**src/rtl/keypad_scan_ctrl.sv**
```systemverilog
// 4x4 matrix keypad scanner: active-low row drive, synchronized column sampling,
// tick-based debounce and one key event per press. Define KEY_REPEAT_EN for auto-repeat.
module keypad_scan_ctrl #(
  parameter int SCAN_DIV     = 1000,
  parameter int DEBOUNCE_CNT = 8,
  parameter int REPEAT_DIV   = 50
) (
  input  logic       clk,
  input  logic       rst,
  input  logic [3:0] col,
  output logic [3:0] row,
  output logic       key_valid,
  output logic [3:0] key_code,
  output logic       key_held
);

  localparam int DIV_W = $clog2(SCAN_DIV) + 1;
  localparam int DB_W  = $clog2(DEBOUNCE_CNT) + 1;

  typedef enum logic [1:0] {SCAN, DEBOUNCE, HOLD} state_t;

  state_t            state, state_next;
  logic [3:0]        col_meta, cs;
  logic [DIV_W-1:0]  div_cnt;
  logic [1:0]        row_idx, col_idx, low_col, accept_col;
  logic [DB_W-1:0]   stable_cnt, rel_cnt;
  logic              tick, col_low;
  logic              latch_key, accept, advance, release_key, rep_pulse;

  assign tick    = (div_cnt == DIV_W'(SCAN_DIV - 1));
  assign col_low = ~cs[col_idx];
  assign row     = ~(4'b0001 << row_idx);

  // Lowest-indexed low column wins when several keys share the scanned row.
  always_comb begin
    if      (!cs[0]) low_col = 2'd0;
    else if (!cs[1]) low_col = 2'd1;
    else if (!cs[2]) low_col = 2'd2;
    else             low_col = 2'd3;
  end

  always_comb begin
    // NOTE: every output of this block is defaulted first so no latch can be inferred.
    state_next  = state;
    latch_key   = 1'b0;
    accept      = 1'b0;
    advance     = 1'b0;
    release_key = 1'b0;
    accept_col  = col_idx;
    case (state)
      SCAN: if (tick) begin
        if (cs == 4'hF) begin
          advance = 1'b1;
        end else begin
          latch_key  = 1'b1;
          accept_col = low_col;
          if (DEBOUNCE_CNT == 1) begin
            accept     = 1'b1;
            state_next = HOLD;
          end else begin
            state_next = DEBOUNCE;
          end
        end
      end
      DEBOUNCE: if (tick) begin
        if (col_low) begin
          if (stable_cnt == DB_W'(DEBOUNCE_CNT - 1)) begin
            accept     = 1'b1;
            state_next = HOLD;
          end
        end else begin
          advance    = 1'b1;
          state_next = SCAN;
        end
      end
      HOLD: if (tick && !col_low && rel_cnt == DB_W'(DEBOUNCE_CNT - 1)) begin
        release_key = 1'b1;
        advance     = 1'b1;
        state_next  = SCAN;
      end
      default: state_next = SCAN;
    endcase
  end

`ifdef KEY_REPEAT_EN
  localparam int REP_W = $clog2(REPEAT_DIV) + 1;
  logic [REP_W-1:0] rep_cnt;

  assign rep_pulse = (state == HOLD) && tick && !release_key &&
                     (rep_cnt == REP_W'(REPEAT_DIV - 1));

  always_ff @(posedge clk) begin
    if (rst || accept || release_key)    rep_cnt <= '0;
    else if (state == HOLD && tick)      rep_cnt <= rep_pulse ? '0 : rep_cnt + 1'b1;
  end
`else
  assign rep_pulse = 1'b0;
`endif

  always_ff @(posedge clk) begin
    // NOTE: sequential state uses non-blocking assignments so all registers update together.
    if (rst) begin
      state      <= SCAN;
      col_meta   <= 4'hF;
      cs         <= 4'hF;
      div_cnt    <= '0;
      row_idx    <= '0;
      col_idx    <= '0;
      stable_cnt <= '0;
      rel_cnt    <= '0;
      key_valid  <= 1'b0;
      key_code   <= '0;
      key_held   <= 1'b0;
    end else begin
      state     <= state_next;
      col_meta  <= col;
      cs        <= col_meta;
      div_cnt   <= tick ? '0 : div_cnt + 1'b1;
      key_valid <= accept | rep_pulse;

      if (advance) row_idx <= row_idx + 1'b1;

      if (latch_key) begin
        col_idx    <= low_col;
        stable_cnt <= DB_W'(1);
      end else if (state == DEBOUNCE && tick && col_low &&
                   stable_cnt != DB_W'(DEBOUNCE_CNT)) begin
        stable_cnt <= stable_cnt + 1'b1;
      end

      if (accept) begin
        key_code <= {row_idx, accept_col};
        key_held <= 1'b1;
        rel_cnt  <= '0;
      end else if (state == HOLD && tick) begin
        // Any low sample of the tracked column restarts the release count.
        if (col_low || release_key) rel_cnt <= '0;
        else                        rel_cnt <= rel_cnt + 1'b1;
        if (release_key)            key_held <= 1'b0;
      end
    end
  end

endmodule

```
**config.mk**
```make
export PLATFORM = sky130hd
export DESIGN_NAME = keypad_scan_ctrl
export DESIGN_NICKNAME = d
export VERILOG_FILES = /design/src/rtl/keypad_scan_ctrl.sv
export SDC_FILE = /design/constraint.sdc
export NUM_CORES = 1
export LEC_CHECK = 0
export ABC_AREA = 1
export BUFFER_PORTS_ARGS = -buffer_cell sky130_fd_sc_hd__buf_2
export CORE_ASPECT_RATIO = 1.1
export CORE_MARGIN = 2
export CORE_UTILIZATION = 35
export DETAILED_ROUTE_END_ITERATION = 10
export PLACE_DENSITY_LB_ADDON = 0.1
export SYNTH_ARGS = -nofsm -noshare
export SYNTH_HDL_FRONTEND = slang
export SYNTH_SLANG_ARGS = --single-unit
export TNS_END_PERCENT = 30
```
**constraint.sdc**
```tcl
create_clock -name clk -period 1.7 [get_ports clk]
set_clock_uncertainty 0.1 [all_clocks]
set_input_delay 0.085 -clock clk [delete_from_list [all_inputs] [get_ports clk]]
set_output_delay 0.085 -clock clk [all_outputs]
set_load 0.005 [all_outputs]
```
* Yosys cells after proc, flatten, opt, wreduce, memory -nomap -nowiden
Cells that the tools add are included.
** Word-level totals
- Register bits after elaboration :: 39
- Input bits :: 6
- Output and inout port bits :: 10
** Cells by class
- Add/sub/neg operators :: 4
- Reductions and logical operators :: 16
- Bitwise gates (word level) :: 2
- $lt $le $gt $ge :: 1
- Multiplexer cells :: 35
- Shift-type cells :: 1
- Eq/ne operators :: 12
** Operators with widths (count)
- $mux W2 :: 11
- $mux W1 :: 20
- $add A11 B1 Y11 const B :: 1
- $eq A11 B10 Y1 const B :: 1
- $add A4 B1 Y4 const B :: 2
- $eq A4 B3 Y1 const B :: 2
- $ne A2 B2 Y1 const B :: 4
- $logic_and A1 B1 Y1 :: 6
- $pmux W2 S3 :: 1
- $reduce_bool A2 Y1 :: 3
- $reduce_or A2 Y1 :: 3
- $reduce_and A5 Y1 :: 1
- $eq A4 B4 Y1 const B :: 1
- $mux W4 :: 1
- $ne A4 B4 Y1 const B :: 1
- $not A4 Y4 :: 1
- $shl A1 B2 Y4 const A :: 1
- $lt A2 B3 Y1 const B :: 1
- $ne A3 B3 Y1 const B :: 1
- $pmux W1 S3 :: 1
- $add A2 B1 Y2 const B :: 1
- $bmux W1 S2 :: 1
- $eq A2 B1 Y1 const B :: 1
- $eq A2 B2 Y1 const B :: 1
- other kinds (4) :: 4

* Logic depth before layout (Yosys ltp)
- Depth in word-level cells :: 9
- Mapped depth :: 11
- Depth with buffers taken out :: 11

* Worst setup path after synthesis
Ideal clock, no wire load.
- Kind :: register to register
- Start :: reg div_cnt[0]
- End :: reg rel_cnt[0]
- Arrival time :: 1.350 ns
- Slack :: 0.180 ns
- Path buffers :: 0
- Setup time :: 0.070 ns
- Data required time :: 1.530 ns
- Cell stages (with the launch flop) :: 9
- Cell sequence :: dfxtp_1 > ha_1 > nand2_1 > nor2_2 > nand3_4 > nor2_4 > inv_2 > or2_0 > a21oi_1
** On the way
- Longest elaborated chain between the ends :: 7
- Elaborated cells on any way between the ends :: 11
- Classes of those cells :: eq/ne (1); mux (5); reduce/logical (5)
** Ends and longest elaborated chain
- start, declared :: RTL line 24 : logic [DIV_W-1:0] div_cnt;
- start signal, assigned :: RTL line 118 : div_cnt <= tick ? '0 : div_cnt + 1'b1;
- $eq A11 B10 Y1 * :: RTL line 30 : assign tick = (div_cnt == DIV_W'(SCAN_DIV - 1));
- $logic_and A1 B1 Y1 (2 in series) :: RTL line 76 : HOLD: if (tick && !col_low && rel_cnt == DB_W'(DEBOUNCE_CNT - 1)) begin
- $mux W1 :: RTL line 76
- $mux W1 :: RTL line 50 : case (state)
- $logic_or A1 B1 Y1 :: RTL line 137 : if (col_low || release_key) rel_cnt <= '0;
- $mux W4 :: RTL line 137
- end signal, assigned :: RTL line 138 : else rel_cnt <= rel_cnt + 1'b1;
- end, declared :: RTL line 26 : logic [DB_W-1:0] stable_cnt, rel_cnt;
Mark *: on every way between the ends. The rest lies on a longest branch, timed or not.
A chain may end at the register's enable or synchronous reset.

* Worst setup path in the final report
- Start :: reg div_cnt[0]
- End :: reg rel_cnt[2]
Same word-level chain as after synthesis.

==> run metrics <==
ANT nets after route 0; Chip Width 75.1 um; Slew HR 77.6%; Finished Cell Area between 0.002 and 0.0025 mm^2; CP max FO 8; post-synthesis cell type count 31; Tmin final ~1.6 ns; Fin. Hold Viols 1; Top FF cell, synth dfxtp_1; first-pass GRT wire length 6.67 mm; final wirelength about 3.8 mm; clock buffer count from CTS 5; Worst-path clk slew 0.08 ns; CP Cell Sequence ha_4 > nand2_2 > nand3b_4 > nor2_8 > nand3_2 > nand3_1 > nor2_1; setup violators final 0; area grow syn2layout 23.7%; fillers 549; Final GP Congestion approximately 0.82; wire per inst 10.2 um; Synth Net Count roughly 280; peak supply drop 0.000424 V; DRT Pass-1 Iters 4; maximum clock path buffer count 2; Via Count 1,632; H-tree levels 2; Antenna Cells 0; core area between 0.005 and 0.006 mm^2; status finished with violations; final worst-path cycle share 91.9%; Worst Max-Slew Pin Slew about 0.34 ns; Worst Reg2Reg Path Length in Cells 7; Core Util, Final between 40% and 50%; worst r2r dst rel_cnt[2]; Critical Path End Type register; Post-synth EDFFs 0; Overflow after GRT 0; WP depth 7; Buf/Inv on CP 0; initial antenna violation count 0; cell area after placement 0.00221 mm^2; Die H 82.2 um; delay-heaviest family, CP simple AND/OR/NAND/NOR gates; number of global-route vias before repair 1,577; fraction of layout cells with a size suffix above 1 25.7%; Worst setup SP type register; Required @ worst endpoint approximately 1.8 ns; Sink Count 39; IO Port Bufs 15; row cnt 28; worst hold path class primary input to register; R2R Path Start div_cnt[0]; Post-Syn Instances 262; Post-synth top cells 51 x nand2_1, 39 x dfxtp_1, 34 x inv_1; CP Capture Point rel_cnt[2]; setup TNS 0 ns; Crit path arrival time around 1.7 ns; worst setup path start div_cnt[0]; CTS root buf clkbuf_8; leakage 1.09 nW; Yosys top cell area share 40.1%; Synthesis Warnings 0; hold slack -0.000473 ns; largest net degree at the start of global routing 13; num ports 16; Max-Cap Viols 0; Clk Latency, worst-skew pair ~0.30 ns; CP Class register to register; synthesized area 0.00195 mm^2; Starting DRT DRC Count 72; fmax 640 MHz; die area 0.00617 mm^2; final slew viol count 0; Synth Register Bits 39; CP max stage delay 0.36 ns; Seq/Total Area, Yosys about two fifths; Synth Area per Inst 7.43 um^2; HPWL Detailed 2.94 mm; post-synth top area cell dfxtp_1; GRT Total Usage 14.0%; CTS tree yes; failing checks hold timing; Initial Util 36.3%; Avg Vias per Cell about 4.4; Critical-path top delay cell dfxtp_2; DRC Markers 0; async set-reset flop share out of synthesis 0%; Power per Cell Area 767 mW/mm^2; most common cell in the synthesized netlist nand2_1; worst slack at placement approximately 0.063 ns; R2R Setup Slk 0.14 ns; nets around 310; final worst slack 0.137 ns; synth top area cells dfxtp_1 40%, nand2_1 9.8%, inv_1 6.6%; RSZ-0062 raised after global routing no
[layout by cell type, fill, tap and decap left out, types with 2 or more instances in the layout]
master / synthesis / routed
nor2_2: 4 / 4
nand4_1: 2 / 2
buf_4: 0 / 12
dfxtp_1: 39 / 37
a21oi_1: 12 / 11
nand2_1: 51 / 49
o21ai_0: 4 / 3
nand4_2: 2 / 2
ha_1: 8 / 7
or2_0: 2 / 2
dfxtp_2: 0 / 2
xor2_1: 3 / 3
nor3b_1: 3 / 3
clkbuf_8: 0 / 6
buf_2: 0 / 15
a31oi_1: 2 / 2
nor2_4: 3 / 4
o21ai_1: 5 / 6
nor3_1: 5 / 5
dlygate4sd3_1: 0 / 4
nand3_2: 2 / 2
nand3_1: 24 / 24
inv_2: 7 / 8
nor2_1: 29 / 28
nand2_2: 4 / 6
or2_2: 8 / 8
inv_1: 34 / 33
[sequential cells by signal (all words and copies together) (netlist names)]
register    cells
div_cnt        11
rel_cnt         4
col_meta        4
key_held        1
key_code        4
stable_cnt      4
row_idx         2
cs              4
key_valid       1
col_idx         2
state           2
[report_power, final]
part	switching, W	internal [W]
Clock	0.000339	0.000475
Sequential	0.00000871	0.000928
Combinational	0.0000470	0.0000466
[kinds of logic (layout without fill, tap and decap cells)]
| group | Yosys count | in the layout | share of synthesized area (%) |
|---|---|---|---|
| AO/OA/AOI/OAI | 24 | 24 | 6.43 |
| adder cells (fa/ha/maj) | 8 | 8 | 5.14 |
| buffers and inverters | 43 | 81 | 8.30 |
| XOR/XNOR | 4 | 4 | 1.80 |
| flip-flops | 39 | 39 | 40.1 |
| AND/OR/NAND/NOR | 144 | 144 | 38.2 |
[per-layer routing]
metal / share of wire, % / vias to the layer above / track usage (%) / wire [um]
met2: 48 / 21 / 24.0 / 1830
met4: 1.1 / 0 / 5.71 / 44
met1: 48 / 703 / 16.4 / 1850
li1: - / 902 / - / -
met5: 0 / - / 0 / 0
met3: 3.0 / 6 / 3.64 / 115
[layout make-up]
class	instances	area, um^2	area share [%]
Sequential cell	39	783	32.6
Clock buffer	6	82.6	3.43
Multi-Input combinational cell	180	1030	42.9
Timing Repair Buffer	32	225	9.36
Inverter	41	154	6.40
Tap cell	75	93.8	3.90
Clock inverter	2	35.0	1.46
[repair_timing]
item | CTS | global route
hold endpoints to repair | 4 | 0
buffers inserted | 0 | 1
hold buffers | 4 | 0
resized for setup | 0 | 11
setup endpoints to repair | 0 | 14
[stage by stage]
| step | power (W) | hold WS, ns | std cells |
|---|---|---|---|
| after floorplan | 0.00100 | 0.0888 | 262 |
| after global placement | 0.00104 | 0.170 | 362 |
| after detailed placement | 0.00104 | 0.171 | 362 |
| after CTS | 0.00187 | 0.00233 | 374 |
| after global routing | 0.00191 | 0.0434 | 375 |
| final | 0.00184 | -0.000473 | 375 |
[how the worst min path moves through the flow]
stage	from	end	slack [ns]	depth (start not counted)
floorplan	col[0]	col_meta[0]	0.09	1
global placement	col[1]	col_meta[1]	0.17	2
detailed placement	col[0]	col_meta[0]	0.17	2
CTS	rst	state[0]	0.002	2
global route	rst	state[0]	0.04	2
finish	rst	state[0]	-0.0005	2
Power figures use the tool's default switching activity.
